==> src/rtl/neo_rtc_arb.sv <==
// uPD4990 RTC serial bus arbiter: mirrors the 68k control bits, or lets a host
// engine take the bus once the 68k is quiet and shift in a BCD time set.
module neo_rtc_arb #(
  parameter int HALF        = 4,
  parameter int IDLE_CYCLES = 16
) (
  input  logic        CLK,
  input  logic        nRESET,
  input  logic        CPU_DIN,
  input  logic        CPU_CLK,
  input  logic        CPU_STROBE,
  input  logic        HOST_REQ,
  input  logic [39:0] HOST_TIME,
  output logic        RTC_DIN,
  output logic        RTC_CLK,
  output logic        RTC_STROBE,
  output logic        HOST_OWNS,
  output logic        BUSY,
  output logic        DONE
);

  localparam int CW = $clog2(HALF + 1);
  localparam int QW = $clog2(IDLE_CYCLES + 1);

  typedef enum logic [2:0] {
    S_IDLE, S_WAIT, S_BIT_LO, S_BIT_HI, S_STB, S_GAP, S_FIN
  } state_t;

  state_t        state_q, state_d;
  logic [CW-1:0] cnt_q, cnt_d;
  logic [5:0]    bit_q, bit_d;
  logic [43:0]   shift_q, shift_d;
  logic          phase_q, phase_d;
  logic [QW-1:0] quiet_q, quiet_d;
  logic          din_q, din_d, clk_q, clk_d, stb_q, stb_d;
  logic          owns_q, owns_d, busy_q, busy_d, done_q, done_d;
  logic          half_end;

  assign half_end = (cnt_q == CW'(HALF - 1));

  always_comb begin
    state_d = state_q;
    cnt_d   = cnt_q;
    bit_d   = bit_q;
    shift_d = shift_q;
    phase_d = phase_q;

    if (CPU_CLK || CPU_STROBE)               quiet_d = '0;
    else if (quiet_q == QW'(IDLE_CYCLES))    quiet_d = quiet_q;
    else                                     quiet_d = quiet_q + 1'b1;

    case (state_q)
      S_IDLE: if (HOST_REQ) begin
        shift_d = {4'h2, HOST_TIME};
        phase_d = 1'b0;
        state_d = S_WAIT;
      end
      S_WAIT: if (quiet_q >= QW'(IDLE_CYCLES)) begin
        state_d = S_BIT_LO;
        cnt_d   = '0;
        bit_d   = '0;
      end
      S_BIT_LO: begin
        cnt_d = half_end ? '0 : cnt_q + 1'b1;
        if (half_end) state_d = S_BIT_HI;
      end
      S_BIT_HI: begin
        cnt_d = half_end ? '0 : cnt_q + 1'b1;
        if (half_end) begin
          shift_d = shift_q >> 1;
          bit_d   = bit_q + 1'b1;
          state_d = (bit_q == (phase_q ? 6'd3 : 6'd43)) ? S_STB : S_BIT_LO;
        end
      end
      S_STB: begin
        cnt_d = half_end ? '0 : cnt_q + 1'b1;
        if (half_end) state_d = S_GAP;
      end
      S_GAP: begin
        cnt_d = half_end ? '0 : cnt_q + 1'b1;
        if (half_end) begin
          if (!phase_q) begin
            // Follow the time set with the hold/resume command (0).
            shift_d = '0;
            phase_d = 1'b1;
            bit_d   = '0;
            state_d = S_BIT_LO;
          end else begin
            state_d = S_FIN;
          end
        end
      end
      S_FIN:   state_d = S_IDLE;
      default: state_d = S_IDLE;
    endcase
  end

  // Bus outputs are a registered decode of the current state.
  always_comb begin
    din_d  = 1'b0;
    clk_d  = 1'b0;
    stb_d  = 1'b0;
    owns_d = (state_q != S_IDLE) && (state_q != S_WAIT);
    busy_d = (state_q != S_IDLE);
    done_d = (state_q == S_FIN);
    case (state_q)
      S_IDLE, S_WAIT: begin
        din_d = CPU_DIN;
        clk_d = CPU_CLK;
        stb_d = CPU_STROBE;
      end
      S_BIT_LO: din_d = shift_q[0];
      S_BIT_HI: begin
        din_d = shift_q[0];
        clk_d = 1'b1;
      end
      S_STB:   stb_d = 1'b1;
      default: ;
    endcase
  end

  always_ff @(posedge CLK or negedge nRESET) begin
    if (!nRESET) begin
      state_q <= S_IDLE;
      cnt_q   <= '0;
      bit_q   <= '0;
      shift_q <= '0;
      phase_q <= 1'b0;
      quiet_q <= '0;
      din_q   <= 1'b0;
      clk_q   <= 1'b0;
      stb_q   <= 1'b0;
      owns_q  <= 1'b0;
      busy_q  <= 1'b0;
      done_q  <= 1'b0;
    end else begin
      state_q <= state_d;
      cnt_q   <= cnt_d;
      bit_q   <= bit_d;
      shift_q <= shift_d;
      phase_q <= phase_d;
      quiet_q <= quiet_d;
      din_q   <= din_d;
      clk_q   <= clk_d;
      stb_q   <= stb_d;
      owns_q  <= owns_d;
      busy_q  <= busy_d;
      done_q  <= done_d;
    end
  end

  assign RTC_DIN    = din_q;
  assign RTC_CLK    = clk_q;
  assign RTC_STROBE = stb_q;
  assign HOST_OWNS  = owns_q;
  assign BUSY       = busy_q;
  assign DONE       = done_q;

endmodule

==> config.mk <==
export PLATFORM = sky130hd
export DESIGN_NAME = neo_rtc_arb
export DESIGN_NICKNAME = d
export VERILOG_FILES = /design/src/rtl/neo_rtc_arb.sv
export SDC_FILE = /design/constraint.sdc
export NUM_CORES = 1
export LEC_CHECK = 0
export ABC_AREA = 1
export CAP_MARGIN = 25
export CORE_ASPECT_RATIO = 1.2
export CORE_MARGIN = 4
export CORE_UTILIZATION = 31
export CTS_CLUSTER_DIAMETER = 150
export DETAILED_ROUTE_END_ITERATION = 16
export GPL_TIMING_DRIVEN = 0
export HOLD_SLACK_MARGIN = 0.03
export PLACE_DENSITY = 0.62
export SETUP_SLACK_MARGIN = 0.02
export SLEW_MARGIN = 20
export SYNTH_ARGS = -nofsm -noshare
export SYNTH_HDL_FRONTEND = slang
export SYNTH_SLANG_ARGS = --single-unit
==> constraint.sdc <==
create_clock -name CLK -period 1.64 [get_ports CLK]
set_clock_uncertainty 0.2 [all_clocks]
set_input_delay 0.328 -clock CLK [delete_from_list [all_inputs] [get_ports CLK]]
set_output_delay 0.328 -clock CLK [all_outputs]
set_load 0.005 [all_outputs]
==> results.txt <==
- In this run, the number of DRC markers left after iteration 0 of detailed routing was 171.
* Family of cells with the greatest summed delay on the critical path: simple AND/OR/NAND/NOR gates
- Post-Synthesis Cell Area: 3508 sq um
- The share of the Yosys chip area taken by registers is 0.4708.
* Mux contribution to synthesized area: 0
- Number of antenna violations at the first check in global routing: 0
* Utilization after layout: 0.4661
- Clock tree from TritonCTS: done
* Clock slew seen by the registers of the worst setup and hold paths: 50 ps
- In this design, the stage delay of the slowest critical-path cell is 520 ps.
- Minimum period implied by the final worst setup slack: 1757 ps
* Number of nets in the finished design: 641
- Average wire per standard cell: 12.54 um
- The floorplan step defined a die boundary enclosing 13090 sq um.
- Wire length of the first global-routing pass: 14880 um
- Worst setup path category: reg2reg
* GP Congestion: 0.7990
- The initial utilization of the core area, before any placement, comes to 0.3179.
- The floorplan has 42 rows.
- Overall overflow remaining after global route: 0
- Overall routed net length: 9088 um
- Worst path buffer plus inverter count: 2
- MaxCap Viol Count: 0
- The worst setup path is launched from a flop.
- Standard cell area after detailed placement: 4222 sq um
- Number of different library cells in the post-synthesis netlist: 27
- Launch point of the worst path: state_q[1]
* Cell breakdown of the critical path: nand2_4 -> nor2_4 -> nand2_2 -> nand3_2 -> nor2_4 -> buf_6 -> buf_6 -> nand2_1 -> nand2_2
- Synth-to-Final Area Change: 46.61%
* Post-route worst setup slack: -117.1 ps
* Average cell area after synthesis: 7.175 sq um
* Total of endpoints with negative setup slack in the final report: 49
- The number of clock buffers added by TritonCTS is 9.
* Number of antenna-violating nets in the routed design: 0
* Cell at the root of the clock tree: sky130_fd_sc_hd__clkbuf_16
* Max Clk Rate: 569.1 MHz
* Global router's overall resource usage: 0.1382
* Filler Cell Count: 1068
* Cell count along the critical path: 9
- Of the total synthesized cell area, the portion taken by full adders, half adders and majority gates is 0.02496.
- Number of register bits inferred by synthesis: 66
- Once layout is done, the placed cells without fillers occupy 5144 sq um.
- The via count of the first global-routing pass was 3254.
- The worst register-to-register path ends at shift_q[35].
* Number of vias per cell after detailed routing: 4.669
* Number of H-tree levels: 3
- Mapped Nets: 542
- Parity-gate share of the synthesized area counting xor and xnor cells: 0.004993
- Max-slew violation total from the final report: 0
- Summed over all failing endpoints, the final setup total negative slack is -3980 ps.
* Final HPWL from detailed placement: 5925 um
- The area fraction in compound gates after synthesis came to 0.02960.
* Critical path data required time: 1660 ps
- The run finished, with violations left.
- Counting along the longest clock path gives a buffer depth of 2.
- Clock latency on the worst-skew pair: 330 ps
- Setup slack on the worst reg-to-reg path comes out at -120 ps.
- Power spread over the standard cell area amounts to 1957 nW/um^2.
- The worst hold path belongs to the class in2async.
- VDD sags by at most 0.7887 mV.
- Along the worst path, the maximum fanout reaches 7.
* Dominant combinational cell family by area after synthesis: simple AND/OR/NAND/NOR gates
* Clock tree sinks: 66
- Unrepaired setup endpoints after global routing: true
* Inst Count DP: 673
- The worst setup path is captured at a flop.
- Cells after Synth: 489
* Critical path capture point: shift_q[35]
- Entering global routing, the biggest net connects 44 pins.
- Summed over all cells, the static leakage comes to 2.668 nW.
- For this run, design rule violations remaining after detail routing come to 0.
* Violated checks: setup timing
* Arrival time of the worst setup path: 1770 ps
- Measured in cells, the most critical reg-to-reg path has a length of 9.
- Cell Count, Final, Fillers Out: 725
- From left edge to right edge, the die measures 105.1 um.
- Number of hold violations in the final report: 0
* Start of the worst register-to-register path: state_q[1]
- Crit path max-delay cell type: sky130_fd_sc_hd__dfrtp_2
- Of the available clock period, the critical path in the final layout requires 1.071.
- Placeable core area: 11040 sq um
- Actual transition at the worst max-transition pin: 437.4 ps
- Simple-gate area share of the yosys netlist: 0.4116
* Ratio of cells with drive above 1 in the final layout: 0.2327
* Count of yosys warnings during synthesis: 0
* Count of input and output buffers: 51
* Number of iterations in the first detailed-routing pass: 4
* Top-level I/O count: 52
* Final antenna diode count: 0
- Via count of the routed design: 3385
- Measured along the y axis, the die boundary spans 124.5 um.
- Slew Limit Headroom: 0.7061
cells in the mapped netlist, drive strengths merged:
cell type,n,area share
a21o,1,0.0021
xor2,1,0.0025
o21ai,8,0.011
a22o,1,0.0025
o21a,1,0.0021
and2,1,0.0018
inv,23,0.025
a21oi,5,0.0071
nand3b,1,0.0021
a21boi,2,0.0043
nor3b,2,0.0043
xnor2,1,0.0025
nor3,5,0.0071
nand3,56,0.083
clkbuf,10,0.011
buf,11,0.023
dfrtp,66,0.47
nor2,24,0.029
ha,7,0.025
nand2,262,0.28
nand4,1,0.0018
worst min-delay path by stage:
stage | start | slack (ps) | depth (start not counted) | endpoint
floorplan | nRESET | -170 | 0 | BUSY
global placement | shift_q[39] | 250 | 2 | shift_q[39]
detailed placement | nRESET | 50 | 1 | shift_q[6]
CTS | nRESET | 260 | 2 | shift_q[6]
global route | nRESET | 290 | 2 | shift_q[6]
finish | nRESET | 250 | 2 | shift_q[6]
timing repair:
action                                 CTS  global route
gates cloned                             3             3
hold buffers                             1             0
setup buffers                           20            10
resized for setup                       70            55
setup endpoints to repair               62            56
endpoints found under the hold margin   23             0
pin swaps                                9            12
metrics by stage:
stage,hold slack (ps),worst slack [ps],power (W)
floorplan,-167.6,20.14,0.005443
global placement,252.9,-2438,0.006407
detailed placement,52.59,-362.5,0.006516
CTS,259.9,-93.29,0.009303
global route,287.4,-185.2,0.01088
finish,248.0,-117.1,0.01007
per-layer routing:
metal	track usage	vias to the layer above	wire length (um)
met3	0.02696	14	416
met5	0	-	0
li1	-	1734	-
met4	0.05792	0	138
met1	0.1704	1572	3975
met2	0.2346	65	4557
cell type report:
class,instances,area [sq um],area share
Buffer,21,176.4,0.03430
Timing Repair Buffer,87,844.6,0.1642
Inverter,23,101.3,0.01970
Tap cell,132,165.2,0.03211
Sequential cell,66,1655,0.3218
Clock inverter,5,55.05,0.01070
Clock buffer,11,232.7,0.04524
Multi-Input combinational cell,380,1913,0.3719
layout by cell type (no fill, tap or decap), types with 5 or more instances in the layout:
cell type,netlist,layout
sky130_fd_sc_hd__nand2_1,259,223
sky130_fd_sc_hd__dfrtp_1,66,63
sky130_fd_sc_hd__nand3_1,54,53
sky130_fd_sc_hd__clkdlybuf4s50_1,0,44
sky130_fd_sc_hd__nand2_2,3,30
sky130_fd_sc_hd__buf_4,10,27
sky130_fd_sc_hd__buf_6,0,16
sky130_fd_sc_hd__inv_1,19,15
sky130_fd_sc_hd__nor2_1,21,15
sky130_fd_sc_hd__clkbuf_16,0,9
sky130_fd_sc_hd__nor2_4,1,8
sky130_fd_sc_hd__nand2_4,0,8
sky130_fd_sc_hd__clkbuf_2,0,8
sky130_fd_sc_hd__o21ai_0,8,6
sky130_fd_sc_hd__dlygate4sd2_1,0,6
sky130_fd_sc_hd__a21oi_1,5,5
sky130_fd_sc_hd__ha_1,7,5
flip-flops by register name (all words and copies together), names as in the netlist, 3 cells and up:
| signal | flops |
|---|---|
| cnt_q | 3 |
| shift_q | 42 |
| state_q | 3 |
| bit_q | 6 |
| quiet_q | 5 |
power by group:
part	leakage (nW)	switching, W	total, W	internal [W]
combinational	1.70	0.00304	0.00551	0.00247
clock	0.136	0.000677	0.00185	0.00117
sequential	0.837	0.000418	0.00271	0.00229
cell families after synthesis:
family / after synthesis
buf+inv: 44
compound gates: 18
fa+ha+maj: 7
xor+xnor: 2
simple gates: 352
flops: 66
No activity file was read; power rests on OpenSTA's default activity.
